[src/rtl/pc_pkg.sv]
// Shared types and default vectors for the fetch program counter.
package pc_pkg;

  typedef enum logic {
    BOOT,
    RUN
  } pc_state_e;

  typedef enum logic [2:0] {
    SEL_EXC,
    SEL_ERET,
    SEL_REDIR,
    SEL_PEND,
    SEL_SEQ,
    SEL_HOLD
  } pc_sel_e;

  localparam logic [31:0] RESET_VEC_DEF  = 32'h0000_0000;
  localparam logic [31:0] EXC_VEC_DEF    = 32'h0000_0080;
  localparam int          INST_BYTES_DEF = 4;

endpackage

[src/rtl/pc_next_sel.sv]
// Next-PC priority mux with target alignment and misalign detection (purely combinational).
module pc_next_sel
  import pc_pkg::*;
#(
  parameter int             AW         = 32,
  parameter int             INST_BYTES = INST_BYTES_DEF,
  parameter logic [AW-1:0]  EXC_VEC    = AW'(EXC_VEC_DEF)
) (
  input  logic          run,
  input  logic          advance,
  input  logic          exc_req,
  input  logic          eret,
  input  logic          redirect_valid,
  input  logic [AW-1:0] redirect_target,
  input  logic          pend_valid,
  input  logic [AW-1:0] pend_target,
  input  logic [AW-1:0] pc,
  input  logic [AW-1:0] pc_plus,
  input  logic [AW-1:0] epc,
  output pc_sel_e       sel,
  output logic [AW-1:0] next_pc,
  output logic          misalign
);

  // INST_BYTES is a power of two, so clearing its low bits aligns a target.
  localparam logic [AW-1:0] ALIGN_MASK = ~AW'(INST_BYTES - 1);

  logic [AW-1:0] raw;
  logic          apply;

  always_comb begin
    sel   = SEL_HOLD;
    raw   = pc;
    apply = 1'b0;
    if (run) begin
      if (exc_req) begin
        sel   = SEL_EXC;
        raw   = EXC_VEC;
        apply = 1'b1;
      end else if (eret) begin
        sel   = SEL_ERET;
        raw   = epc;
        apply = 1'b1;
      end else if (redirect_valid && advance) begin
        sel   = SEL_REDIR;
        raw   = redirect_target;
        apply = 1'b1;
      end else if (pend_valid && advance) begin
        sel   = SEL_PEND;
        raw   = pend_target;
        apply = 1'b1;
      end else if (advance) begin
        sel   = SEL_SEQ;
        raw   = pc_plus;
      end
    end
  end

  assign next_pc  = apply ? (raw & ALIGN_MASK) : raw;
  assign misalign = apply & (|(raw & ~ALIGN_MASK));

endmodule

[src/rtl/pc_gen.sv]
// Fetch program counter: vectors, EPC, eret, fetch handshake, pending redirect.
// Optional PC_PERF_EN adds perf_fetch / perf_stall counters.
//   state | meaning
//   BOOT  | first cycle after reset, no fetch request
//   RUN   | pc presented as a valid fetch request
module pc_gen
  import pc_pkg::*;
#(
  parameter int          AW         = 32,
  parameter logic [31:0] RESET_VEC  = RESET_VEC_DEF,
  parameter logic [31:0] EXC_VEC    = EXC_VEC_DEF,
  parameter int          INST_BYTES = INST_BYTES_DEF
) (
  input  logic          clk,
  input  logic          clrn,
  input  logic          stall,
  output logic          fetch_valid,
  input  logic          fetch_ready,
  output logic [AW-1:0] pc,
  output logic [AW-1:0] pc_plus,
  input  logic          redirect_valid,
  input  logic [AW-1:0] redirect_target,
  input  logic          exc_req,
  input  logic [AW-1:0] exc_pc,
  input  logic          eret,
  output logic [AW-1:0] epc,
  output logic          misalign
`ifdef PC_PERF_EN
  ,
  output logic [31:0]   perf_fetch,
  output logic [31:0]   perf_stall
`endif
);

  pc_state_e     state, state_nxt;
  pc_sel_e       sel;
  logic [AW-1:0] next_pc;
  logic          mis_nxt;
  logic          advance;
  logic          pend_valid;
  logic [AW-1:0] pend_target;
  logic          pend_load;

  assign fetch_valid = (state == RUN);
  assign advance     = fetch_valid & fetch_ready & ~stall;
  assign pc_plus     = pc + AW'(INST_BYTES);
  // Target raised while the request cannot advance is parked until it can.
  assign pend_load   = fetch_valid & redirect_valid & ~advance & ~exc_req & ~eret;

  always_comb begin
    state_nxt = state;
    case (state)
      BOOT:    state_nxt = RUN;
      RUN:     state_nxt = RUN;
      default: state_nxt = BOOT;
    endcase
  end

  pc_next_sel #(
    .AW         (AW),
    .INST_BYTES (INST_BYTES),
    .EXC_VEC    (AW'(EXC_VEC))
  ) u_next_sel (
    .run             (fetch_valid),
    .advance         (advance),
    .exc_req         (exc_req),
    .eret            (eret),
    .redirect_valid  (redirect_valid),
    .redirect_target (redirect_target),
    .pend_valid      (pend_valid),
    .pend_target     (pend_target),
    .pc              (pc),
    .pc_plus         (pc_plus),
    .epc             (epc),
    .sel             (sel),
    .next_pc         (next_pc),
    .misalign        (mis_nxt)
  );

  always_ff @(posedge clk) begin
    if (!clrn) begin
      state       <= BOOT;
      pc          <= AW'(RESET_VEC);
      epc         <= '0;
      misalign    <= 1'b0;
      pend_valid  <= 1'b0;
      pend_target <= '0;
    end else begin
      state    <= state_nxt;
      pc       <= next_pc;
      misalign <= mis_nxt;
      if (sel == SEL_EXC)
        epc <= exc_pc;
      if (sel == SEL_EXC || sel == SEL_ERET || sel == SEL_REDIR || sel == SEL_PEND) begin
        pend_valid <= 1'b0;
      end else if (pend_load) begin
        pend_valid  <= 1'b1;
        pend_target <= redirect_target;
      end
    end
  end

`ifdef PC_PERF_EN
  always_ff @(posedge clk) begin
    if (!clrn) begin
      perf_fetch <= '0;
      perf_stall <= '0;
    end else begin
      if (advance)
        perf_fetch <= perf_fetch + 32'd1;
      if (fetch_valid && !advance)
        perf_stall <= perf_stall + 32'd1;
    end
  end
`endif

endmodule
[config.mk]
export PLATFORM = sky130hd
export DESIGN_NAME = pc_gen
export DESIGN_NICKNAME = d
export VERILOG_FILES = /design/src/rtl/pc_pkg.sv /design/src/rtl/pc_next_sel.sv /design/src/rtl/pc_gen.sv
export SDC_FILE = /design/constraint.sdc
export NUM_CORES = 1
export LEC_CHECK = 0
export BUFFER_PORTS_ARGS = -buffer_cell sky130_fd_sc_hd__buf_2
export CAP_MARGIN = 10
export CORE_ASPECT_RATIO = 1.75
export CORE_MARGIN = 8
export CORE_UTILIZATION = 30
export DETAILED_ROUTE_END_ITERATION = 10
export GPL_TIMING_DRIVEN = 0
export PLACE_DENSITY = 0.49
export SYNTH_ARGS = -nofsm -noshare
export SYNTH_HDL_FRONTEND = slang
export SYNTH_SLANG_ARGS = --single-unit
[constraint.sdc]
create_clock -name clk -period 2.8 [get_ports clk]
set_input_delay 0.7 -clock clk [delete_from_list [all_inputs] [get_ports clk]]
set_output_delay 0.7 -clock clk [all_outputs]
set_load 0.05 [all_outputs]
Word level (Yosys, flattened, before mapping)
Cells that the tools add are included.
{"block": "classes", "n_addsub": 1, "n_eq_ne": 3, "mux": 18, "bitwise_logic": 13, "n_reduce_logical": 10}
{"op": "$mux W32", "n": 6}
{"op": "$add A32 B3 Y32 const B", "n": 1}
{"op": "$mux W3", "n": 5}
{"op": "$and A1 B1 Y1", "n": 7}
{"op": "$mux W1", "n": 7}
{"op": "$eq A3 B2 Y1 const B", "n": 2}
{"op": "$not A1 Y1", "n": 6}
{"op": "$reduce_or A2 Y1", "n": 3}
{"op": "$eq A3 B1 Y1 const B", "n": 1}
{"op": "$logic_not A3 Y1", "n": 1}
{"op": "$logic_or A1 B1 Y1", "n": 3}
{"op": "$logic_and A1 B1 Y1", "n": 2}
{"op": "$reduce_and A2 Y1", "n": 1}
{"block": "totals", "regBits": 99, "input_bits": 71, "out_inout_bits": 98, "wordCells": 52}

Depth between registers and ports, before layout
Gate-level depths: netlist (run 1).
{"block": "logic_depth", "word_depth": 14, "ltp_mapped": 8, "ltp_nobuf": 6}

Modules after synthesis
Synthesis (run 1) repeated with hierarchy kept, for this count alone.
{"block": "unflattened", "cells_unflattened": 654, "hier_area_um2": 5278.8}
{"module": "pc_gen", "n_inst": 1, "cells_each": 446, "area_each_um2": 3901.2, "seq_area_each_um2": 1981.9}
{"module": "pc_next_sel", "n_inst": 1, "cells_each": 208, "area_each_um2": 1377.6, "seq_area_each_um2": 0.0}

Worst setup path after synthesis (run 1)
OpenSTA, ideal clock, no wires.
{"block": "synth_timing", "path_type": "flip-flop to output port", "from": "reg pc[6]", "to": "out pc_plus[21]", "arrival_time_ns": 2.708, "required_time_ns": 2.100, "slack_ns": -0.608, "stages_incl_launch_ff": 6, "n_path_buf": 1, "path_cell_list": "dfxtp_1 -> clkbuf_1 -> nand4_1 -> or3_1 -> or3_1 -> xnor2_1"}
{"block": "synth_via", "elab_chain_cells": 1}
{"element": "start: declaration", "line": "pc_gen.sv:19", "rtl": "output logic [AW-1:0] pc,"}
{"element": "start signal: assignment", "line": "pc_gen.sv:83", "rtl": "pc <= AW'(RESET_VEC);"}
{"element": "start signal: assignment", "line": "pc_gen.sv:90", "rtl": "pc <= next_pc;"}
{"element": "$add A32 B3 Y32", "line": "pc_gen.sv:46", "rtl": "assign pc_plus = pc + AW'(INST_BYTES);"}
{"element": "end: declaration", "line": "pc_gen.sv:20", "rtl": "output logic [AW-1:0] pc_plus,"}
No other way between the ends.

Worst setup path after layout (run 1)
{"block": "layout_timing", "from": "reg pc[7]", "to": "out pc_plus[21]"}
The elaborated chain is that of the path after synthesis.

==> insert_results.sql, run 1 <==
INSERT INTO impl_metrics (metric_group, metric, value, unit) VALUES
('floorplanning', 'design.portCount', '169', ''),
('routing', 'final_antenna_net_count', '0', ''),
('finish', 'final_cell_mix', 'sky130_fd_sc_hd__nand2_1 (169), sky130_fd_sc_hd__buf_2 (155), sky130_fd_sc_hd__a21oi_1 (81)', ''),
('synthesis', 'synth-seq-area-share', '37.7', '%'),
('power', 'power.share.sequential', '45.3', '%'),
('sta', 'fin_crit', '2.85', 'ns'),
('finish', 'final_net_count', '987', ''),
('finish', 'mostFrequentLayoutCell', 'sky130_fd_sc_hd__nand2_1', ''),
('routing', 'initialDrtViolationCount', '363', ''),
('power', 'switching_power', '0.983', 'mW'),
('run_status', 'failed_checks', 'setup timing', ''),
('clock_network', 'cts.sink_count', '99', ''),
('sta', 'final.period_utilization', '102', '%'),
('placed_design', 'hpwl', '18.6', 'mm'),
('synthesis', 'syn-mean-instance-area', '7.49', 'sq um'),
('critical_path', 'regToRegSetupSlack', '0.18', 'ns'),
('clock_network', 'tritoncts', 'done', ''),
('hold_path', 'min-delay-start', 'pend_target[31]', ''),
('clock_network', 'clk_pin_slew', '0.07', 'ns'),
('synthesis', 'synth_cell_type_count', '67', ''),
('critical_path', 'critical_path.startpoint_type', 'flop', ''),
('placed_design', 'preCtsSetupSlack', '-0.523', 'ns'),
('routing', 'detailroute.via_count', '6079', ''),
('clock_network', 'hold_buffers', '0', ''),
('floorplanning', 'die_area', '22200', 'sq um'),
('clock_network', 'insertion_delay', '0.35', 'ns'),
('placed_design', 'port_buffers', '168', ''),
('sta', 'maxSlewHeadroom', '30.4', '%'),
('finish', 'antenna_cells', '0', ''),
('critical_path', 'worst_r2r_startpoint', 'fetch_valid', ''),
('finish', 'synthToLayoutAreaGrowth', '41.1', '%'),
('global_route', 'track_usage', '22.0', '%'),
('power', 'static-leakage-power', '3.17', 'nW'),
('routing', 'wire_per_inst', '21.3', 'um'),
('finish', 'multiInputGateArea', '3330', 'sq um'),
('sta', 'setup_viol', '4', ''),
('critical_path', 'criticalPathCategory', 'reg2out', ''),
('synthesis', 'async_flop_share', '0', '%'),
('power', 'p_per_area', '439', 'nW/um^2'),
('sta', 'setup_slack', '-0.0514', 'ns'),
('synthesis', 'dominantRegCellSynth', 'sky130_fd_sc_hd__dfxtp_1', ''),
('critical_path', 'cp-end-kind', 'primary output', ''),
('floorplanning', 'placement_rows', '64', ''),
('sta', 'fin_skew', '0.00722', 'ns'),
('global_route', 'maximum_number_of_pins_on_one_net_before_global_route_repair', '16', ''),
('floorplanning', 'area_of_the_core_region', '17400', 'sq um'),
('placed_design', 'place.gp.congestion', '0.905', ''),
('power', 'irDropWorstVdd', '351', 'uV'),
('power', 'power_frac_clock', '38.6', '%'),
('run_status', 'outcome', 'finished with violations', ''),
('power', 'design_power_total', '3.26', 'mW'),
('floorplanning', 'dieHeight', '191', 'um'),
('hold_path', 'worstHoldPathType', 'reg2reg', ''),
('global_route', 'grt_antenna_before_repair', '0', ''),
('critical_path', 'cp.required', '2.10', 'ns'),
('power', 'power.switching_fraction', '30.1', '%'),
('finish', 'final_cell_count_no_fill', '1150', ''),
('global_route', 'grt_first_pass_wirelength', '36.5', 'mm'),
('placed_design', 'post-place-cells', '1102', ''),
('synthesis', 'yosys_warn_count', '0', ''),
('synthesis', 'postSynthRegisterBits', '99', ''),
('synthesis', 'mappedNetlistArea', '5260', 'sq um'),
('hold_path', 'hold_end', 'pend_target[31]', ''),
('finish', 'final_util', '42.7', '%'),
('sta', 'timing.final.hold_violations', '0', ''),
('routing', 'drt_wl_total', '24.5', 'mm'),
('power', 'power_frac_comb', '16.1', '%'),
('critical_path', 'r2r.worst_path.cells', '7', ''),
('finish', 'sequential_cell_area', '2050', 'sq um'),
('routing', 'drt_first_pass_iters', '5', ''),
('floorplanning', 'floorplan.initialDensity', '30.3', '%');
==> registers in the layout, indices dropped and copies added (netlist names) <==
name	cells
epc	32
fetch_valid	1
misalign	1
pc	32
pend_target	32
pend_valid	1
==> power by group through the flow <==
stage	Combinational [mW]	Sequential, mW	Clock (mW)
after detailed placement	0.516	1.52	0
after global placement	0.516	1.52	0
after CTS	0.524	1.48	1.29
after floorplan	0.217	1.62	0
after global routing	0.563	1.48	1.33
final	0.525	1.48	1.26
==> worst max-delay path by stage <==
stage	from	end	slack (ns)	cells past startpoint
2_1_floorplan	pc[4]	pc_plus[21]	-0.11	5
3_3_place_gp	pc[6]	pc_plus[24]	-0.51	6
3_5_place_dp	pc[6]	pc_plus[28]	-0.52	6
4_1_cts	pc[10]	pc_plus[25]	-0.10	5
5_1_grt	pc[14]	pc_plus[30]	-0.13	7
6_report	pc[7]	pc_plus[21]	-0.05	5
==> cell usage after synthesis (3+ instances only) <==
master | count | area, sq um
sky130_fd_sc_hd__a211oi_1 | 5 | 37.5
sky130_fd_sc_hd__a21o_1 | 3 | 22.5
sky130_fd_sc_hd__a21oi_1 | 81 | 405
sky130_fd_sc_hd__a221o_1 | 3 | 30.0
sky130_fd_sc_hd__a221oi_1 | 5 | 43.8
sky130_fd_sc_hd__a22o_1 | 7 | 61.3
sky130_fd_sc_hd__a22oi_1 | 11 | 82.6
sky130_fd_sc_hd__a31oi_1 | 8 | 50.1
sky130_fd_sc_hd__and2_1 | 5 | 31.3
sky130_fd_sc_hd__and3_1 | 7 | 43.8
sky130_fd_sc_hd__and4_1 | 3 | 26.3
sky130_fd_sc_hd__buf_2 | 6 | 30.0
sky130_fd_sc_hd__clkbuf_1 | 44 | 165
sky130_fd_sc_hd__dfxtp_1 | 99 | 1980
sky130_fd_sc_hd__inv_1 | 14 | 52.6
sky130_fd_sc_hd__mux2i_1 | 5 | 50.1
sky130_fd_sc_hd__nand2_1 | 169 | 634
sky130_fd_sc_hd__nand2b_1 | 3 | 18.8
sky130_fd_sc_hd__nand3_1 | 17 | 85.1
sky130_fd_sc_hd__nand3b_1 | 3 | 22.5
sky130_fd_sc_hd__nand4_1 | 14 | 87.6
sky130_fd_sc_hd__nor2_1 | 42 | 158
sky130_fd_sc_hd__nor2b_1 | 5 | 31.3
sky130_fd_sc_hd__nor3_1 | 7 | 35.0
sky130_fd_sc_hd__nor3b_1 | 3 | 22.5
sky130_fd_sc_hd__nor4_1 | 6 | 37.5
sky130_fd_sc_hd__o211a_1 | 3 | 30.0
sky130_fd_sc_hd__o211ai_1 | 4 | 30.0
sky130_fd_sc_hd__o21ai_0 | 24 | 120
sky130_fd_sc_hd__o21ai_1 | 5 | 25.0
sky130_fd_sc_hd__o221ai_1 | 7 | 61.3
sky130_fd_sc_hd__o22ai_1 | 9 | 56.3
sky130_fd_sc_hd__o2bb2ai_1 | 6 | 52.6
sky130_fd_sc_hd__or3_1 | 4 | 25.0
sky130_fd_sc_hd__xnor2_1 | 17 | 149
sky130_fd_sc_hd__xor2_1 | 9 | 78.8
==> layout make-up <==
cell class | instances | area share [%]
multi-input combinational | 536 | 44.9
sequential | 99 | 27.7
timing repair buffer | 203 | 16.0
tap | 231 | 3.89
clock buffer | 11 | 3.13
buffer | 51 | 3.00
inverter | 15 | 0.758
clock inverter | 4 | 0.691
==> worst max-delay path: stages, from the launching register on <==
cell and delay (ns):
sky130_fd_sc_hd__dfxtp_4 0.41, sky130_fd_sc_hd__nand4_1 0.21, sky130_fd_sc_hd__or3_4 0.49, sky130_fd_sc_hd__or3_4 0.38
sky130_fd_sc_hd__xnor2_4 0.14, sky130_fd_sc_hd__buf_6 0.17
==> cells by family (layout without fill, tap and decap cells) <==
| family | count (synthesis) | in the layout | synth area share (%) |
|---|---|---|---|
| xor gates and xnor gates | 26 | 26 | 4.33 |
| adders and majority gates | 1 | 1 | 0.238 |
| buffers and inverters | 68 | 284 | 5.28 |
| muxes | 6 | 6 | 1.24 |
| AOI/OAI and AO/OA | 200 | 200 | 24.3 |
| DFF | 99 | 99 | 37.7 |
| and+or+nand+nor | 303 | 303 | 27.0 |
==> repair_timing <==
action | 4_1_cts | 5_1_grt
buffers inserted | 27 | 8
resized for setup | 57 | 25
setup endpoints to repair | 21 | 19
gates cloned | 0 | 0
pin swaps | 15 | 14
==> layer usage <==
metal / track usage [%] / up-vias / share of wire [%]
li1: - / 2929 / -
met1: 24.1 / 2856 / 37
met2: 39.8 / 244 / 53
met3: 3.45 / 50 / 6.5
met4: 10.1 / 0 / 3.9
met5: 0 / - / 0
==> through the flow <==
stage                     hold WS [ns]  setup TNS, ns  cell area, sq um
after floorplan                  0.432         -0.115              5490
after global placement           0.440          -2.52              6620
after detailed placement         0.447          -2.60              6620
after CTS                        0.456         -0.188              7290
after global routing             0.470         -0.562              7430
final                            0.456         -0.100              7430
(Power assumes the default switching activity.)
==> inputs of run 2 (changes only) <==
REMOVE_ABC_BUFFERS = 1   (was not set)
==> insert_results.sql, run 2 (same netlist as run 1, synthesis figures left out) <==
INSERT INTO impl_metrics (metric_group, metric, value, unit) VALUES
('sta', 'worstMarginPinSlew', '1.18', 'ns'),
('run_status', 'failed_checks', 'setup timing', ''),
('placed_design', 'hpwl', '15.7', 'mm'),
('critical_path', 'worst_path_largest_cell_delay', '0.61', 'ns'),
('finish', 'multiInputGateArea', '3170', 'sq um'),
('critical_path', 'worst_path_dominant_cell_family', 'simple AND/OR/NAND/NOR gates', ''),
('placed_design', 'preCtsSetupSlack', '-1.57', 'ns'),
('floorplanning', 'placement_rows', '64', ''),
('sta', 'final.period_utilization', '101', '%'),
('run_status', 'outcome', 'finished with violations', ''),
('routing', 'drt_first_pass_iters', '5', ''),
('critical_path', 'cp.required', '2.10', 'ns'),
('finish', 'mostFrequentLayoutCell', 'sky130_fd_sc_hd__nand2_1', ''),
('finish', 'largestRegisters', 'epc (32), pc (32), pend_target (32)', ''),
('sta', 'timing.final.hold_violations', '0', ''),
('critical_path', 'critical_path.startpoint_type', 'flop', ''),
('global_route', 'track_usage', '20.2', '%'),
('critical_path', 'timing.critical_path.cells', 'buf_6 -> nand3_4 -> or4_4 -> nor3_4 -> xor2_1 -> buf_4', ''),
('power', 'irDropWorstVdd', '233', 'uV'),
('routing', 'final_antenna_net_count', '0', ''),
('critical_path', 'criticalPathCategory', 'reg2out', ''),
('critical_path', 'worst-path-max-fanout', '5', ''),
('global_route', 'maximum_number_of_pins_on_one_net_before_global_route_repair', '43', ''),
('routing', 'initialDrtViolationCount', '340', ''),
('job', 'drv.max_cap_violation_count', '0', ''),
('critical_path', 'critical-path-slowest-cell', 'sky130_fd_sc_hd__or4_4', ''),
('global_route', 'grt_antenna_before_repair', '3', ''),
('routing', 'detail_route.drc_violations', '0', ''),
('critical_path', 'cp-end-kind', 'primary output', ''),
('finish', 'post_route_cells_drive_above_1_share', '32.9', '%'),
('routing', 'wire_per_inst', '20.0', 'um'),
('hold_path', 'worstHoldPathCells', '2', ''),
('sta', 'timing_max_transition_violations_final', '0', ''),
('power', 'p_per_area', '451', 'nW/um^2'),
('finish', 'final_cell_count_no_fill', '1120', ''),
('placed_design', 'port_buffers', '168', ''),
('clock_network', 'cts.sink_count', '99', ''),
('hold_path', 'min-delay-start', 'pend_target[1]', ''),
('sta', 'maxSlewHeadroom', '21.2', '%'),
('sta', 'fin_crit', '2.84', 'ns'),
('critical_path', 'r2r.worst_path.cells', '5', ''),
('routing', 'drt_wl_total', '22.4', 'mm'),
('critical_path', 'critical_path_cell_count', '6', ''),
('clock_network', 'tritoncts.num_buffers', '9', ''),
('hold_path', 'worstHoldPathType', 'reg2reg', ''),
('sta', 'setup_viol', '3', ''),
('floorplanning', 'dieHeight', '191', 'um'),
('global_route', 'grt_remaining_overflow', '0', ''),
('clock_network', 'hold_buffers', '0', ''),
('finish', 'sequential_cell_area', '2050', 'sq um'),
('critical_path', 'critPathArrivalTime', '2.14', 'ns'),
('clock_network', 'insertion_delay', '0.35', 'ns'),
('placed_design', 'place.gp.congestion', '0.781', ''),
('floorplanning', 'die_area', '22200', 'sq um'),
('critical_path', 'number_of_buffers_and_inverters_on_the_critical_path', '2', ''),
('sta', 'peak_freq', '352', 'MHz'),
('critical_path', 'critPathLaunch', 'pc[7]', ''),
('finish', 'final_cell_mix', 'sky130_fd_sc_hd__nand2_1 (169), sky130_fd_sc_hd__buf_2 (149), sky130_fd_sc_hd__a21oi_1 (81)', ''),
('floorplanning', 'area_of_the_core_region', '17400', 'sq um'),
('sta', 'setup_slack', '-0.0385', 'ns'),
('floorplanning', 'design.portCount', '169', ''),
('clock_network', 'clockBufferDepth', '2', ''),
('clock_network', 'total_number_of_h_tree_levels', '3', ''),
('floorplanning', 'floorplan.initialDensity', '30.3', '%'),
('global_route', 'grt_first_pass_wirelength', '33.8', 'mm'),
('sta', 'unrepaired_setup_endpoints_after_global_routing', 'true', ''),
('sta', 'fin_skew', '0.00831', 'ns'),
('clock_network', 'clk_pin_slew', '0.07', 'ns'),
('clock_network', 'tritoncts', 'done', ''),
('global_route', 'first_global_vias', '5888', ''),
('finish', 'filler_cell_count', '1892', ''),
('critical_path', 'worst_r2r_startpoint', 'fetch_valid', ''),
('floorplanning', 'die_width', '116', 'um'),
('critical_path', 'regToRegSetupSlack', '0.27', 'ns'),
('finish', 'final_net_count', '954', ''),
('clock_network', 'clock_tree.root_cell', 'sky130_fd_sc_hd__clkbuf_16', ''),
('placed_design', 'post-place-cells', '1056', ''),
('power', 'static-leakage-power', '3.16', 'nW'),
('finish', 'synthToLayoutAreaGrowth', '38.7', '%'),
('routing', 'avgViaCountPerCell', '5.24', ''),
('routing', 'detailroute.via_count', '5872', '');
## run 2: final timing paths
check,to
worst max-delay path,pc_plus[25]
worst min-delay path,pend_target[1]
worst max register to register,pc[2]
worst min register to register,pend_target[1]
## run 2: power by group
| group | leakage, nW | switching [mW] | internal, mW | total [mW] |
|---|---|---|---|---|
| logic | 2.19 | 0.359 | 0.159 | 0.517 |
| clock network | 0.148 | 0.586 | 0.719 | 1.30 |
| registers | 0.819 | 0.0394 | 1.43 | 1.47 |
## run 2: what timing repair did
| item | CTS | global route |
|---|---|---|
| pin swaps | 14 | 15 |
| gates resized for setup | 75 | 26 |
| endpoints found under the setup margin | 40 | 23 |
| buffers inserted | 30 | 15 |
| cloned | 1 | 0 |
## run 2: metrics by stage
| step | util, % | total power, mW | instance area (sq um) | setup TNS (ns) | hold slack, ns |
|---|---|---|---|---|---|
| after floorplan | - | 1.80 | 5040 | -5.12 | 0.432 |
| after global placement | 35.5 | 2.00 | 6170 | -45.53 | 0.441 |
| after detailed placement | 36.3 | 2.02 | 6310 | -25.42 | 0.447 |
| after CTS | 40.8 | 3.33 | 7090 | -0.0474 | 0.457 |
| after global routing | 42.0 | 3.43 | 7300 | -0.508 | 0.470 |
| final | 42.0 | 3.30 | 7300 | -0.0828 | 0.455 |
## run 2: metal layers
metal / vias to the layer above / wire length, um / global-route usage [%]
met5: - / 8 / 0
met4: 2 / 602 / 8.88
met3: 34 / 1000 / 2.85
met2: 169 / 12100 / 36.6
met1: 2810 / 8680 / 22.5
li1: 2857 / - / -
## run 2: area by class of cell
type / count / share of cell area [%]
Antenna cell: 2 / 0.0685
Clock buffer: 10 / 3.27
Clock inverter: 6 / 0.891
Inverter: 15 / 0.822
Multi-Input combinational cell: 536 / 43.4
Sequential cell: 99 / 28.0
Tap cell: 231 / 3.96
Timing Repair Buffer: 220 / 19.4
Timing Repair inverter: 1 / 0.0685
## run 2: worst reg2reg max path: cells and delay by family (launching register included)
| family | cells | cell delay, ns |
|---|---|---|
| simple gates | 2 | 1.16 |
| compound gates | 3 | 0.56 |
| flops | 1 | 0.63 |
